<file path="config.mk">
export PLATFORM = sky130hd
export DESIGN_NAME = uart_rx_cfg
export DESIGN_NICKNAME = d
export VERILOG_FILES = /design/src/rtl/uart_rx_cfg.sv
export SDC_FILE = /design/constraint.sdc
export NUM_CORES = 1
export LEC_CHECK = 0
export ABC_AREA = 0
export CORE_MARGIN = 3
export CORE_UTILIZATION = 52
export DETAILED_ROUTE_END_ITERATION = 7
export PLACE_DENSITY = 0.87
export SYNTH_ARGS = -nofsm -noshare
export SYNTH_HDL_FRONTEND = slang
export SYNTH_SLANG_ARGS = --single-unit
export TNS_END_PERCENT = 50
</file>
<file path="constraint.sdc">
create_clock -name clk -period 2.1 [get_ports clk]
set_input_delay 0.525 -clock clk [delete_from_list [all_inputs] [get_ports clk]]
set_output_delay 0.525 -clock clk [all_outputs]
set_load 0.005 [all_outputs]
</file>
<file path="src/rtl/uart_rx_cfg.sv">
// Configurable UART receiver: 2-flop synchronized rx, mid-bit sampling, optional parity,
// 1 or 2 stop bits. Results are loaded and done_rx pulses one cycle after the last stop sample.
module uart_rx_cfg #(
    parameter int CLK_FREQ  = 50_000_000,
    parameter int BAUD      = 9600,
    parameter int DATA_BITS = 8,
    parameter int PARITY    = 0,
    parameter int STOP_BITS = 1
) (
    input  logic                 clk,
    input  logic                 rst_n,
    input  logic                 rx,
    output logic [DATA_BITS-1:0] data_rx,
    output logic                 done_rx,
    output logic                 parity_err,
    output logic                 frame_err,
    output logic                 busy
);

    localparam int BAUD_DIV = CLK_FREQ / BAUD;
    localparam int HALF     = BAUD_DIV / 2;
    localparam int TW       = $clog2(BAUD_DIV + 1);

    typedef enum logic [2:0] {IDLE, START, DATA, PAR, STOP} state_t;

    state_t               state, state_nxt;
    logic                 rx_meta, rx_s;
    logic [TW-1:0]        timer;
    logic [3:0]           bit_cnt;
    logic [DATA_BITS-1:0] shreg;
    logic                 par_bit, stop_bad, fin;
    logic                 tick, last_data, last_stop, par_calc;

    always_ff @(posedge clk or negedge rst_n) begin
        if (!rst_n) begin
            rx_meta <= 1'b1;
            rx_s    <= 1'b1;
        end else begin
            rx_meta <= rx;
            rx_s    <= rx_meta;
        end
    end

    // START samples at the half-bit point; every later bit is sampled one full bit period on.
    assign tick      = (state == START) ? (timer == TW'(HALF - 1)) : (timer == TW'(BAUD_DIV - 1));
    assign last_data = (bit_cnt == 4'(DATA_BITS - 1));
    assign last_stop = (bit_cnt == 4'(STOP_BITS - 1));
    assign busy      = (state != IDLE);

    always_comb begin
        par_calc = 1'b0;
        if (PARITY == 1)
            par_calc = ((^shreg) ^ par_bit) != 1'b1;
        else if (PARITY == 2)
            par_calc = ((^shreg) ^ par_bit) != 1'b0;
    end

    always_ff @(posedge clk or negedge rst_n) begin
        if (!rst_n)
            state <= IDLE;
        else
            state <= state_nxt;
    end

    always_comb begin
        state_nxt = state;
        case (state)
            IDLE:    if (!rx_s) state_nxt = START;
            START:   if (tick) state_nxt = rx_s ? IDLE : DATA;
            DATA:    if (tick && last_data) state_nxt = (PARITY != 0) ? PAR : STOP;
            PAR:     if (tick) state_nxt = STOP;
            STOP:    if (fin) state_nxt = IDLE;
            default: state_nxt = IDLE;
        endcase
    end

    always_ff @(posedge clk or negedge rst_n) begin
        if (!rst_n) begin
            timer      <= '0;
            bit_cnt    <= '0;
            shreg      <= '0;
            par_bit    <= 1'b0;
            stop_bad   <= 1'b0;
            fin        <= 1'b0;
            data_rx    <= '0;
            done_rx    <= 1'b0;
            parity_err <= 1'b0;
            frame_err  <= 1'b0;
        end else begin
            done_rx <= 1'b0;
            case (state)
                IDLE: begin
                    timer    <= '0;
                    bit_cnt  <= '0;
                    stop_bad <= 1'b0;
                    fin      <= 1'b0;
                end
                START: begin
                    timer <= tick ? '0 : timer + TW'(1);
                end
                DATA: begin
                    if (tick) begin
                        timer   <= '0;
                        shreg   <= {rx_s, shreg[DATA_BITS-1:1]};
                        bit_cnt <= last_data ? 4'd0 : bit_cnt + 4'd1;
                    end else begin
                        timer <= timer + TW'(1);
                    end
                end
                PAR: begin
                    if (tick) begin
                        timer   <= '0;
                        par_bit <= rx_s;
                    end else begin
                        timer <= timer + TW'(1);
                    end
                end
                STOP: begin
                    // fin marks the cycle after the final stop sample, when results are published.
                    if (fin) begin
                        data_rx    <= shreg;
                        parity_err <= par_calc;
                        frame_err  <= stop_bad;
                        done_rx    <= 1'b1;
                        fin        <= 1'b0;
                    end else if (tick) begin
                        timer <= '0;
                        if (!rx_s) stop_bad <= 1'b1;
                        if (last_stop) fin <= 1'b1;
                        else bit_cnt <= bit_cnt + 4'd1;
                    end else begin
                        timer <= timer + TW'(1);
                    end
                end
                default: timer <= '0;
            endcase
        end
    end

endmodule

</file>
# [Word level (Yosys, flattened, before mapping)]
# Index checks and enable logic that the tools add are counted.
[word_totals] output_inout_bits=12 wordCells=69 inputBits=3 register_bits=42
[op_classes] n_reduce_logical=12 n_mux=27 n_addsub=2 eq_ne=17
[ops] operator="13-bit two-way mux" n=2
[ops] operator="13-bit case mux with 2 select lines" n=1
[ops] operator="4-bit two-way mux" n=5
[ops] operator="2-bit inequality test (second input constant)" n=10
[ops] operator="3-bit two-way mux" n=5
[ops] operator="3-bit case mux with 5 select lines" n=1
[ops] operator="13-bit by 1-bit adder with 13-bit output (second input constant)" n=1
[ops] operator="13-bit by 12-bit equality test with 1-bit output (second input constant)" n=1
[ops] operator="13-bit equality test (second input constant)" n=1
[ops] operator="4-bit case mux with 3 select lines" n=1
[ops] operator="5-bit AND reduction" n=2
[ops] operator="1-bit two-way mux" n=9
[ops] operator="3-bit by 2-bit equality test with 1-bit output (second input constant)" n=2
[ops] operator="3-bit nonzero test" n=2
[ops] operator="4-bit by 1-bit adder with 4-bit output (second input constant)" n=1
[ops] operator="4-bit by 3-bit equality test with 1-bit output (second input constant)" n=1
[ops] operator="4-bit zero test" n=1
[ops] operator="1-bit case mux with 2 select lines" n=2
[ops] operator="2-bit AND reduction" n=2
[ops] operator="4-bit AND reduction" n=1
[ops] operator="3-bit by 1-bit equality test with 1-bit output (second input constant)" n=1
[ops] operator="3-bit equality test (second input constant)" n=1
[ops] operator="3-bit zero test" n=1
[ops] operator="3-bit OR reduction" n=1
[ops] operator="3 further kinds" n=3

# [Logic depth before layout (Yosys ltp)]
[logic_depth] depth_word=5 mapped_depth=8 mapped_depth_nobuf=7

# [Worst setup path after synthesis]
# Ideal clock, no wire load.
[synth_timing] path_kind="flip-flop to flip-flop" startpoint="register timer[0]" endpoint="register shreg[0]" setup_ns=0.125 path_stages_with_launch=8 synth_period_minus_slack_ns=2.102 t_arrival_ns=1.977 path_slack_ns=-0.002 required_time_ns=1.975 path_buffers=1 path_cell_list="dfrtp_1 > ha_1 > or3b_1 > a221oi_2 > o21ai_2 > or3_1 > buf_6 > mux2_4"
[synth_via] elab_chain_cells=3 word_cells_on_any_way=4 classes_between="2 x eq/ne; 1 x mux; 1 x reduce/logical"
[synth_lines] item="from (decl)" line="28" text="logic [TW-1:0] timer;"
[synth_lines] item="from (signal assigned)" line="99" text="timer <= tick ? '0 : timer + TW'(1);"
[synth_lines] item="from (signal assigned)" line="107" text="timer <= timer + TW'(1);"
[synth_lines] item="from (signal assigned)" line="115" text="timer <= timer + TW'(1);"
[synth_lines] item="13-bit equality test or 13-bit by 12-bit equality test with 1-bit output (tied branches)" line="45" text="assign tick = (state == START) ? (timer == TW'(HALF - 1)) : (timer == TW'(BAUD_DIV - 1));"
[synth_lines] item="1-bit two-way mux (*)" line="45"
[synth_lines] item="2-bit AND reduction (no source line) (*)"
[synth_lines] item="to (signal assigned)" line="104" text="shreg <= {rx_s, shreg[DATA_BITS-1:1]};"
[synth_lines] item="to (decl)" line="30" text="logic [DATA_BITS-1:0] shreg;"
# Mark *: on every way between the ends. The rest lies on a longest branch, timed or not.
# A chain may end at the register's enable or synchronous reset.

# [Worst setup path after layout]
[layout_timing] startpoint="register timer[0]" endpoint="register shreg[1]"
# The elaborated chain is that of the path after synthesis.

==> metrics.txt <==
router iterations before antenna repair=5; EDFF count, synth=0; Synth async-reset ratio=1.00; register area=1050 um^2; CP Class=flip-flop to flip-flop; clock root buffer=clkbuf_8; DIE AREA=4830 um^2; cell area power density=548 nW/um^2; vias per cell=5.37; ys flop type=dfrtp_1; period utilization=1.02; 1st-iter DRT viols=76; Startpoint Class=flip-flop; WP data required=2.29 ns; CTS tree=built; vias in the first global route=1,583; Final Power=1.37 mW; worst path arrival time=2.33 ns; die height=69.5 um; Crit Path Max Fanout=8; Placeable Area=3770 um^2; clk_lat worst skew=0.31 ns; Nets=248; CTS Buf Count=5; I/O pin count=15; Pint=1.06 mW; num rows=22; GRT Resource Usage Total=0.180; clock share of power=0.393; most frequent cells in the layout=nand2_1 (47), dfrtp_1 (40), buf_4 (18); antenna-violating nets left=0; Hold-fix buffers, CTS=0; first-pass GRT wire length=6930 um; vias after detailed routing=1,564; Final setup viols=8; maximum vdd ir drop=0.412 mV; max cap viols=0; Hold WC Path Type=primary input to async pin; skew final=0.00870 ns; register area share after synthesis=0.503; Flop pwr share=0.592; Cells after Synth=213; initial antenna violation count=0; status=finished with violations; mean cell area of the mapped netlist=9.83 um^2; overall routed net length=3980 um; Period minus WS final=2.14 ns; Fmax=467 MHz; nature of the critical path endpoint=flip-flop; WL per Instance=13.7 um; number of synthesized register bits=42; Initial Util=0.555; final worst slack=-0.0435 ns; Switching Share=0.230; FILL cells=301; DIE WIDTH=69.5 um; Area Growth Syn to Fin=19.5%; Port-buffer cells=13; fraction of layout cells with a size suffix above 1=0.214; Max H-tree Level=2; library cells used by synthesis=52; Multi-input gate area=976 um^2; syn nets=219; RSZ-0062 raised after global routing=yes; clock slew at reported path FFs=0.09 ns; Final Wtd Congestion=0.842; final setup TNS=-0.272 ns; Post-DP HPWL=2850 um; commonest non-fill, non-tap cell in the layout=nand2_1; post-synthesis cell area=2090 um^2; residual DRC count=0; NetSw=0.316 mW; CTS Sinks=42; failing checks=negative setup slack; total gr overflow=0; fin. max-slew vios=0; Final Hold Fails=0; pin count of the biggest net entering global routing=22; n_diodes=0; synth warn=0; Static Leak=1.14 nW; Comb pwr share=0.015; largest buffer count on any clock path=2
==> final cells by class <==
cell class	instances	area share
Timing Repair Buffer	33	0.113
Clock inverter	3	0.0100
Tap cell	48	0.0240
Inverter	10	0.0150
Clock buffer	5	0.0275
Sequential cell	42	0.421
Multi-Input combinational cell	150	0.390
==> routing by layer <==
metal,vias to the layer above,part of all wire,global-route usage,wire (um)
li1,768,-,-,-
met3,4,0.055,0.0391,219
met1,752,0.45,0.229,1780
met5,-,0,0,0
met4,0,0.0091,0.0911,36
met2,40,0.49,0.287,1940
==> repair_timing <==
item	CTS	global route
gates cloned	0	0
pin swaps	2	1
setup endpoints to repair	9	12
resized for setup	4	4
buffers inserted	2	2
==> per-stage QoR <==
stage,worst slack (ns),hold slack (ns),cells,utilization,area (um^2)
after floorplan,-0.0000344,0.229,213,-,2100
after global routing,-0.101,0.185,291,0.664,2500
final,-0.0435,0.157,291,0.664,2500
after CTS,-0.0224,0.163,289,0.654,2470
after global placement,0.0115,0.349,279,0.621,2340
after detailed placement,-0.0665,0.349,279,0.621,2340
==> cell families (layout without fill, tap and decap cells) <==
family / count (synthesis) / in the layout / synth area share
AOI/OAI and AO/OA: 24 / 24 / 0.0812
xor gates and xnor gates: 12 / 12 / 0.0502
adders and majority gates: 3 / 3 / 0.0179
buffers and inverters: 21 / 51 / 0.0460
DFF: 42 / 42 / 0.503
muxes: 10 / 10 / 0.0669
other: 1 / 1 / 0.00179
and+or+nand+nor: 100 / 100 / 0.233
==> worst max-delay path, cell delays in order (launching register included) <==
cell	delay [ns]
dfrtp_1	0.37
ha_2	0.19
or3b_4	0.40
a221oi_4	0.20
o21ai_2	0.08
or3_1	0.33
buf_6	0.16
mux2_4	0.29
==> synth_stat cells (2+ instances only) <==
cell       n  area share
a21oi_1    5       0.012
o21ai_0    5       0.012
inv_1      9       0.016
nand4_1    5       0.015
mux2i_1    2      0.0096
nor4_1     2      0.0060
nor2b_1    3      0.0090
xnor2_1   10       0.042
or3_1      4       0.012
clkbuf_1   2      0.0036
nand2_1   48       0.086
or2_2      2      0.0060
nor3_1     2      0.0048
o41ai_1    2      0.0084
mux2_4     8       0.057
nor2_1    16       0.029
dfrtp_1   40        0.48
and3_1     3      0.0090
xor2_1     2      0.0084
buf_2      4      0.0096
buf_1      2      0.0036
nand3_1    3      0.0072
a211oi_1   2      0.0072
dfstp_2    2       0.025
ha_1       3       0.018
==> power groups by stage <==
stage	Sequential [mW]	Combinational (mW)	Clock (mW)
floorplan	0.829	0.00180	0
global placement	0.829	0.0213	0
detailed placement	0.829	0.0220	0
CTS	0.813	0.0219	0.558
global route	0.813	0.0247	0.586
finish	0.813	0.0205	0.539
==> state kept, by name, summed over array words and instances, names as in the netlist <==
register / cells
rx_s: 1
state: 3
timer: 13
data_rx: 8
rx_meta: 1
bit_cnt: 4
fin: 1
stop_bad: 1
frame_err: 1
done_rx: 1
shreg: 8
==> worst paths after layout <==
kind	slack, ns	to	from	depth (start not counted)
hold reg to reg	0.36	rx_s	rx_meta	0
min in group clk	0.36	rx_s	rx_meta	0
max in group asynchronous	1.29	rx_s	rst_n	2
hold / removal	0.16	data_rx[5]	rst_n	1
setup reg to reg	-0.04	shreg[1]	timer[0]	7
setup / recovery	-0.04	shreg[1]	timer[0]	7
Note: power is estimated with default switching activity, not from simulation.
